## src/rtl/uart_pkg.sv

```systemverilog
// uart_pkg: shared UART widths, error-tag bit positions and the stored entry layout.
package uart_pkg;
  localparam int UART_DATA_W = 8;
  localparam int UART_ERR_W = 3;
  localparam int ERR_PARITY = 0;
  localparam int ERR_START = 1;
  localparam int ERR_STOP = 2;
  typedef struct packed {
    logic [UART_ERR_W-1:0] err;
    logic [UART_DATA_W-1:0] data;
  } rx_entry_t;
endpackage

```

## src/rtl/uart_rx_fifo_mem.sv

```systemverilog
// uart_rx_fifo_mem: DEPTH x entry register array with write-through registered read.
module uart_rx_fifo_mem
  import uart_pkg::*;
#(
  parameter int DEPTH = 16,
  localparam int AW = $clog2(DEPTH),
  localparam int EW = UART_ERR_W + UART_DATA_W
) (
  input  logic          clk,
  input  logic          reset,
  input  logic          we,
  input  logic [AW-1:0] waddr,
  input  logic [EW-1:0] wdata,
  input  logic [AW-1:0] raddr,
  output logic [EW-1:0] rdata,
  output logic [EW-1:0] rnext
);
  logic [EW-1:0] mem [DEPTH];
  // forwarding lets a write into an empty FIFO appear at the head without a bubble
  assign rnext = (we && waddr == raddr) ? wdata : mem[raddr];
  always_ff @(posedge clk) if (we) mem[waddr] <= wdata;
  always_ff @(posedge clk or negedge reset)
    if (!reset) rdata <= '0;
    else rdata <= rnext;
endmodule

```

## src/rtl/uart_rx_buffer.sv

```systemverilog
// uart_rx_buffer: synchronises receiver done pulses and queues bytes plus error tags
// in a show-ahead FIFO with status, sticky overrun and level/error interrupt.
module uart_rx_buffer
  import uart_pkg::*;
#(
  parameter int DEPTH = 16,
  parameter int THRESHOLD = 8,
  localparam int AW = $clog2(DEPTH)
) (
  input  logic                  clk,
  input  logic                  reset,
  input  logic                  rx_done,
  input  logic [UART_DATA_W-1:0] rx_data,
  input  logic [UART_ERR_W-1:0] rx_err,
  input  logic                  rd_en,
  input  logic                  clr_overrun,
  output logic [UART_DATA_W-1:0] rd_data,
  output logic [UART_ERR_W-1:0] rd_err,
  output logic                  empty,
  output logic                  full,
  output logic [AW:0]           count,
  output logic                  overrun,
  output logic                  irq
);
  logic s1, s2, s3, push, pop, wr;
  logic [AW:0] wp, rp, wp_next, rp_next, cnt_next;
  rx_entry_t head, head_next;
  assign push = s2 & ~s3;
  assign empty = wp == rp;
  assign full = (wp[AW] != rp[AW]) && (wp[AW-1:0] == rp[AW-1:0]);
  assign count = wp - rp;
  assign pop = rd_en & ~empty;
  // a pop in the same cycle frees the slot a push into a full FIFO needs
  assign wr = push & (~full | pop);
  assign wp_next = wp + (AW+1)'(wr);
  assign rp_next = rp + (AW+1)'(pop);
  assign cnt_next = wp_next - rp_next;
  assign rd_data = head.data;
  assign rd_err = head.err;
  always_ff @(posedge clk or negedge reset)
    if (!reset) begin
      {s1, s2, s3} <= '0;
      wp <= '0;
      rp <= '0;
      overrun <= 1'b0;
      irq <= 1'b0;
    end else begin
      {s1, s2, s3} <= {rx_done, s1, s2};
      wp <= wp_next;
      rp <= rp_next;
      overrun <= (push & full & ~pop) | (overrun & ~clr_overrun);
      irq <= (cnt_next >= (AW+1)'(THRESHOLD)) | ((cnt_next != '0) & |head_next.err);
    end
  uart_rx_fifo_mem #(.DEPTH(DEPTH)) u_mem (
    .clk(clk),
    .reset(reset),
    .we(wr),
    .waddr(wp[AW-1:0]),
    .wdata({rx_err, rx_data}),
    .raddr(rp_next[AW-1:0]),
    .rdata(head),
    .rnext(head_next)
  );
endmodule
```

## config.mk

```make
export PLATFORM = sky130hd
export DESIGN_NAME = uart_rx_buffer
export DESIGN_NICKNAME = d
export VERILOG_FILES = /design/src/rtl/uart_pkg.sv /design/src/rtl/uart_rx_fifo_mem.sv /design/src/rtl/uart_rx_buffer.sv
export SDC_FILE = /design/constraint.sdc
export NUM_CORES = 1
export LEC_CHECK = 0
export ABC_AREA = 0
export BUFFER_PORTS_ARGS = -buffer_cell sky130_fd_sc_hd__buf_2
export CAP_MARGIN = 40
export CORE_MARGIN = 4
export CORE_UTILIZATION = 40
export CTS_CLUSTER_SIZE = 28
export DETAILED_ROUTE_END_ITERATION = 10
export PLACE_DENSITY = 0.67
export SKIP_LAST_GASP = 1
export SYNTH_ARGS = -nofsm -noshare
export SYNTH_HDL_FRONTEND = slang
export SYNTH_SLANG_ARGS = --single-unit
export TNS_END_PERCENT = 30
```

## constraint.sdc

```tcl
create_clock -name clk -period 3.33 [get_ports clk]
set_clock_uncertainty 0.05 [all_clocks]
set_input_delay 0.1665 -clock clk [delete_from_list [all_inputs] [get_ports clk]]
set_output_delay 0.1665 -clock clk [all_outputs]
set_load 0.03 [all_outputs]
```

# Yosys cells after proc, flatten, opt, wreduce, memory -nomap -nowiden
# Memories as Yosys holds them, arrays and structs flattened.
# Cells that the tools add are included.
[classes]
n_mux = 3
addsub = 4
bitwise = 15
eq_ne = 4
order_cmp = 1
n_reduce_logical = 4
[op_table]
columns = ["operator", "n"]
rows = [
  ["$mux 11", 1],
  ["$add 5x1->5", 2],
  ["$sub 5x5->5", 2],
  ["$eq 4x4->1", 2],
  ["$and 1x1->1", 7],
  ["$eq 5x5->1", 1],
  ["$ge 5x4->1 const B", 1],
  ["$not 1->1", 5],
  ["$reduce_bool 5->1", 1],
  ["$or 1x1->1", 3],
  ["$reduce_or 3->1", 1],
  ["$logic_and 1x1->1", 2],
  ["$mux 1", 2],
  ["$ne 1x1->1", 1],
]
[word_totals]
regBits = 26
input_bits = 16
memories = 1
out_inout_bits = 20
mem_bits_rw = 176
[mem_list]
columns = ["memory", "words", "width", "read_ports", "rd_clocked_by_memory_dff", "wr", "line", "text"]
rows = [
  ["u_mem.mem", 16, 11, 1, 0, 1, "uart_rx_fifo_mem.sv:18", "logic [EW-1:0] mem [DEPTH];"],
]

# Logic depth before layout (Yosys ltp)
[depth]
depth_word = 10
depth_mapped = 18
mapped_depth_nobuf = 15

# By module
# A second synthesis with hierarchy kept.
[hier_totals]
hier_cells = 404
hier_area_um2 = 8298.0
[modules_own_cells]
columns = ["mod", "instances", "seq_area_each_um2", "cells_each", "area_each_um2"]
rows = [
  ["uart_rx_fifo_mem", 1, 5560.3, 321, 7392.1],
  ["uart_rx_buffer", 1, 375.4, 83, 905.9],
]

# Worst setup path after synthesis
# Ideal clock, no wire load.
[synth_path]
path_type = "register -> register"
from = "register rp[3]"
to = "register irq"
arrival_time_ns = 3.666
t_required_ns = 3.155
setup_slack_ns = -0.511
n_path_buf = 3
stages_incl_launch_ff = 18
path_cell_list = "dfrtp_1 inv_1 ha_1 nand4_1 nor2_1 nor2b_1 ha_1 ha_1 buf_2 buf_2 buf_2 inv_1 fa_1 a21oi_1 nand3_1 o32ai_1 nand2b_1 o2bb2ai_2"
[synth_between]
elab_chain_cells = 10
elab_cells_between_ends = 20
cone_classes = "add/sub: 3; order compare: 1; eq/ne: 3; mux: 1; bitwise: 7; reduce/logical: 4; memory: 1"
[synth_rtl]
columns = ["element", "line", "text"]
rows = [
  ["from (decl)", "uart_rx_buffer.sv:26", "logic [AW:0] wp, rp, wp_next, rp_next, cnt_next;"],
  ["from (signal assigned)", "uart_rx_buffer.sv:50", "rp <= rp_next;"],
  ["$eq 5x5->1 (*)", "uart_rx_buffer.sv:29", "assign empty = wp == rp;"],
  ["via empty", "uart_rx_buffer.sv:19", "output logic empty,"],
  ["$not 1->1 (*)", "uart_rx_buffer.sv:32", "assign pop = rd_en & ~empty;"],
  ["$and 1x1->1 (*)", "uart_rx_buffer.sv:32", ""],
  ["$add 5x1->5 (*)", "uart_rx_buffer.sv:36", "assign rp_next = rp + (AW+1)'(pop);"],
  ["via rp_next[1]", "uart_rx_buffer.sv:26", ""],
  ["parallel branches: the longest is 5 deep, another holds $sub 5x5->5", "n/a", ""],
  ["$or 1x1->1 (*)", "uart_rx_buffer.sv:52", "irq <= (cnt_next >= (AW+1)'(THRESHOLD)) | ((cnt_next != '0) & |head_next.err);"],
  ["to (signal assigned)", "uart_rx_buffer.sv:52", ""],
  ["to (decl)", "uart_rx_buffer.sv:23", "output logic irq"],
]
# Mark *: on every way through the listed nets, which the timed path passes.

# Final worst setup path
[layout_path]
from = "register rp[3]"
to = "register irq"
[layout_between]
elab_chain_cells = 10
elab_cells_between_ends = 20
cone_classes = "add/sub: 3; order compare: 1; eq/ne: 3; mux: 1; bitwise: 7; reduce/logical: 4; memory: 1"
[layout_rtl]
columns = ["element", "line"]
rows = [
  ["$eq 5x5->1 (*)", "uart_rx_buffer.sv:29"],
  ["$not 1->1 (*)", "uart_rx_buffer.sv:32"],
  ["$and 1x1->1 (*)", "uart_rx_buffer.sv:32"],
  ["$add 5x1->5 (*)", "uart_rx_buffer.sv:36"],
  ["via rp_next[1]", "uart_rx_buffer.sv:26"],
  ["parallel branches: the longest is 5 deep, another holds $sub 5x5->5", "n/a"],
  ["$or 1x1->1 (*)", "uart_rx_buffer.sv:52"],
]
# Marked as above.

==> results <==
- The flow ran to the end, and the final reports show no timing, DRC or antenna violations.
- The async set or reset register ratio after synthesis is 12.9%.
- The floorplan has 52 rows.
- The register share of total power is 31.3%.
- The largest net degree at the start of global routing is 32.
- Once placement finished, the instance area stood at 8980 um^2.
- The total count of max-transition violations in the final report is 0.
- Prior to clock tree synthesis, the placed netlist has a worst setup slack of 0.0149 ns.
- The relative slew slack is 53.1%.
- Relative to the synthesized area, the layout overhead comes to 20.4%.
- The total count of hold-check failures in the final report was 0.
- The number of buffers and inverters on the critical path is 3.
- By area the synthesized netlist is led by edfxtp_1 65%, mux4_2 12%, dfrtp_1 8.0%.
- Across the whole layout, storage elements account for 5940 um^2.
- The horizontal extent of the die is 151 um.
- STA classifies the critical path endpoint as a register.
- The multi-input logic area is 2220 um^2.
- The root cell of the clock tree is clkbuf_16.
- The post-synthesis instance total is 458.
- In this run the tool buffered the top-level ports with 35 buffer cells.
- The first routing iteration left 389 violations.
- The part of the total power dissipated in combinational logic is 46.0%.
- The standby leakage power is 3.45 nW.
- edfxtp_1 takes more of the synthesized area than any other cell.
- In the final routed layout, each cell accounts on average for 20.6 um.
- The top cell types in the final layout, fill and taps aside, are 176 x edfxtp_1, 57 x nand2_1, 44 x mux4_2.
- The net count after synthesis is 488.
- The worst-case setup margin in the final layout is 0.134 ns.
- The number of antenna violations at the first check in global routing is 2.
- For this run the aggregate overflow at the end of global routing stands at 0.
- TritonCTS built the clock tree.
- In the routed design, unresolved DRC markers number 0.
- The area of all placed cells without fillers is 9850 um^2.
- The first detailed-routing pass took 5 iterations.
- The total wire length is 17.1 mm.
- The largest fanout on the critical path is 31.
- The class of the tightest hold or removal check is in -> reg.
- The post-synthesis sequential area ratio is 72.6%.
- The slew at the pin with the worst max-slew slack is 0.704 ns.
- For this run, the number of Yosys warnings is 0.
- The clock network latency to the later pin of the worst-skew pair is 0.50 ns.
- CTS built an H-tree with a depth of 1.
- The ratio of final minimum period to clock period is 96.0%.
- The switching power total is 3.55 mW.
- The net total in the final layout is 576.
- The clock group share of total power is 22.7%.
- The first global-routing pass estimated 26.3 mm of wire.
- Summed over all nets, the half-perimeter wirelength after detailed placement is 11.1 mm.
- The clock sink count is 202.
- The element type at the critical path start is a register.
- The number of global-route vias before repair is 4480.
- A synthesized cell averages 17.9 um^2.
- Across the VDD grid, the largest voltage drop is 0.000539 V.
- Among all flip-flop cells after synthesis, the most frequent one is edfxtp_1.
- The internal power is 6.46 mW.
- The overall global routing resource usage is 15.4%.
- In this run the deepest clock path goes through 3 buffers.
- The effective utilization at floorplan is 40.6%.
- In this run the vertical extent of the chip is 151 um.
- The number of buffers added by the clock tree synthesis step is 21.
- The number of synthesized register bits is 202.
- The clock period minus worst slack is 3.20 ns.
- On the worst path, the slowest cell contributes a delay of 0.39 ns.
- The synthesized design devotes to its leading area cell type 64.6% of total area.
- The critical path goes through inv_2 > ha_4 > nand4_1 > buf_4 > nor2_4 > nor2b_2 > ha_4 > ha_2 > buf_12 > mux4_2 > nand2_1 > nand3_1 > o221ai_1 > a21oi_1 > nor3_2 > o2bb2ai_2.
- The detail route stage leaves a number of antenna-violating nets equal to 0.
- The peak clock frequency supported by timing is 313 MHz.
- 36 I/O pins were placed.
- The area of the die is 22800 um^2.
- The critical path in this run is classified as reg -> reg.
- Counting the fill cells in the layout gives 1665.
- The post-route netlist has 32.1% of its cells at a drive strength greater than 1.
- Among the stages of the critical path, the cell type that occurs most often is ha_4.
- The area inside the core boundary is 20200 um^2.
- The final count of negative-setup-slack endpoints is 0.
- The power per unit of standard cell area is 1020 nW/um^2.
- The total vias in the final route is 4390.
- Net switching is 35.5% of the power.
- Grouping stages by cell kind, the critical path spends the most delay in adder cells.
- The clock slew seen by the registers of the worst setup and hold paths is 0.06 ns.
- The signal arrival time at the worst endpoint is 3.51 ns.
- The required time of the critical path is 3.64 ns.
- The post-synthesis cell area is 8180 um^2.
- The highest-delay cell along the critical path is dfrtp_1.
- The vias per cell is 5.28.
- The tool flagged a number of max-cap violations equal to 0.
- The synthesized design contains 176 enable-type register cells.
- The final weighted congestion in routability-driven placement is 0.775.
- The leading cell type in the layout, fill and taps excluded is edfxtp_1.
- The synthesized netlist contains 40 unique library cells.
-- routing by layer --
layer  part of all wire (%)  up-vias  GRT usage [%]
met5                  0.076        -              0
li1                       -     1952              -
met3                    6.3       26           3.59
met4                    1.6        2           3.13
met1                     42     2251           21.1
met2                     50      159           25.5
-- what timing repair did --
item                       4_1_cts  5_1_grt
buffers inserted                 0       12
hold endpoints to repair        31        0
setup endpoints to repair        1        9
hold buffers                     5        0
pin swaps                        0        1
gates resized for setup          1        8
-- final cells by class --
class,count,share of cell area (%)
sequential,202,60.3
multi-input combinational,221,22.5
timing repair buffer,85,6.42
clock buffer,33,6.00
tap,270,3.43
clock inverter,5,0.800
inverter,15,0.572
antenna,1,0.0254
-- state kept, by name, summed over array words and instances (netlist names) --
signal and count:
u_mem.mem 176, u_mem.rdata 11, rp 5, wp 5, irq 1, overrun 1, s1 1, s2 1
s3 1
-- synthesized netlist by cell type (2+ instances only) --
cell	number
o21ai_1	10
nor2_1	14
nor2b_1	3
buf_2	9
o22ai_1	2
nand3_1	18
o21ai_0	8
dfrtp_1	26
nor3_1	5
a21o_1	3
xnor2_1	11
nand2_1	57
nand2b_1	4
edfxtp_1	176
xor2_1	7
inv_1	14
mux4_2	44
a21oi_1	5
clkbuf_1	5
fa_1	2
o221ai_1	2
buf_4	4
ha_1	12
-- cell families (layout without fill, tap and decap cells) --
group	Yosys count	in the layout	share of synthesized area [%]
xor+xnor	19	19	2.13
buf+inv	35	138	2.02
compound gates	35	35	2.78
flops	202	202	72.6
mux	45	45	12.2
other cells	0	1	0
fa+ha+maj	14	14	2.32
simple gates	108	108	5.95
-- power by group through the flow --
stage,combinational (mW),clock (mW),sequential [mW]
2_1_floorplan,3.04,0,3.31
3_3_place_gp,4.26,0,3.18
3_5_place_dp,4.37,0,3.19
4_1_cts,4.41,2.30,3.14
5_1_grt,5.02,2.42,3.15
6_report,4.60,2.27,3.13
-- path summary, 6_finish.rpt --
| kind | startpoint | to | slack, ns | cells after the start |
|---|---|---|---|---|
| min in group asynchronous | reset | u_mem.rdata[7] | 0.22 | 2 |
| max in group asynchronous | reset | u_mem.rdata[1] | 2.54 | 2 |
| worst max-delay path | rp[3] | irq | 0.13 | 16 |
| worst min-delay path | rx_data[6] | u_mem.rdata[6] | 0.007 | 3 |
| worst min register to register | s1 | s2 | 0.30 | 0 |
| worst max register to register | rp[3] | irq | 0.13 | 16 |
-- tightest hold or removal path: stages --
cell,delay (ns)
buf_2,0.20
nand2_1,0.09
o21ai_1,0.05
-- per-stage QoR --
stage,hold slack (ns),instances,utilization [%],setup TNS (ns),total power [mW]
2_1_floorplan,-0.179,458,-,0,6.36
3_3_place_gp,0.168,767,44.1,0,7.44
3_5_place_dp,0.184,776,44.5,0,7.55
4_1_cts,0.000389,819,48.1,0,9.84
5_1_grt,0.0252,832,48.8,-0.0279,10.6
6_report,0.00668,832,48.8,0,10.0
Note: power is estimated with default switching activity, not from simulation.
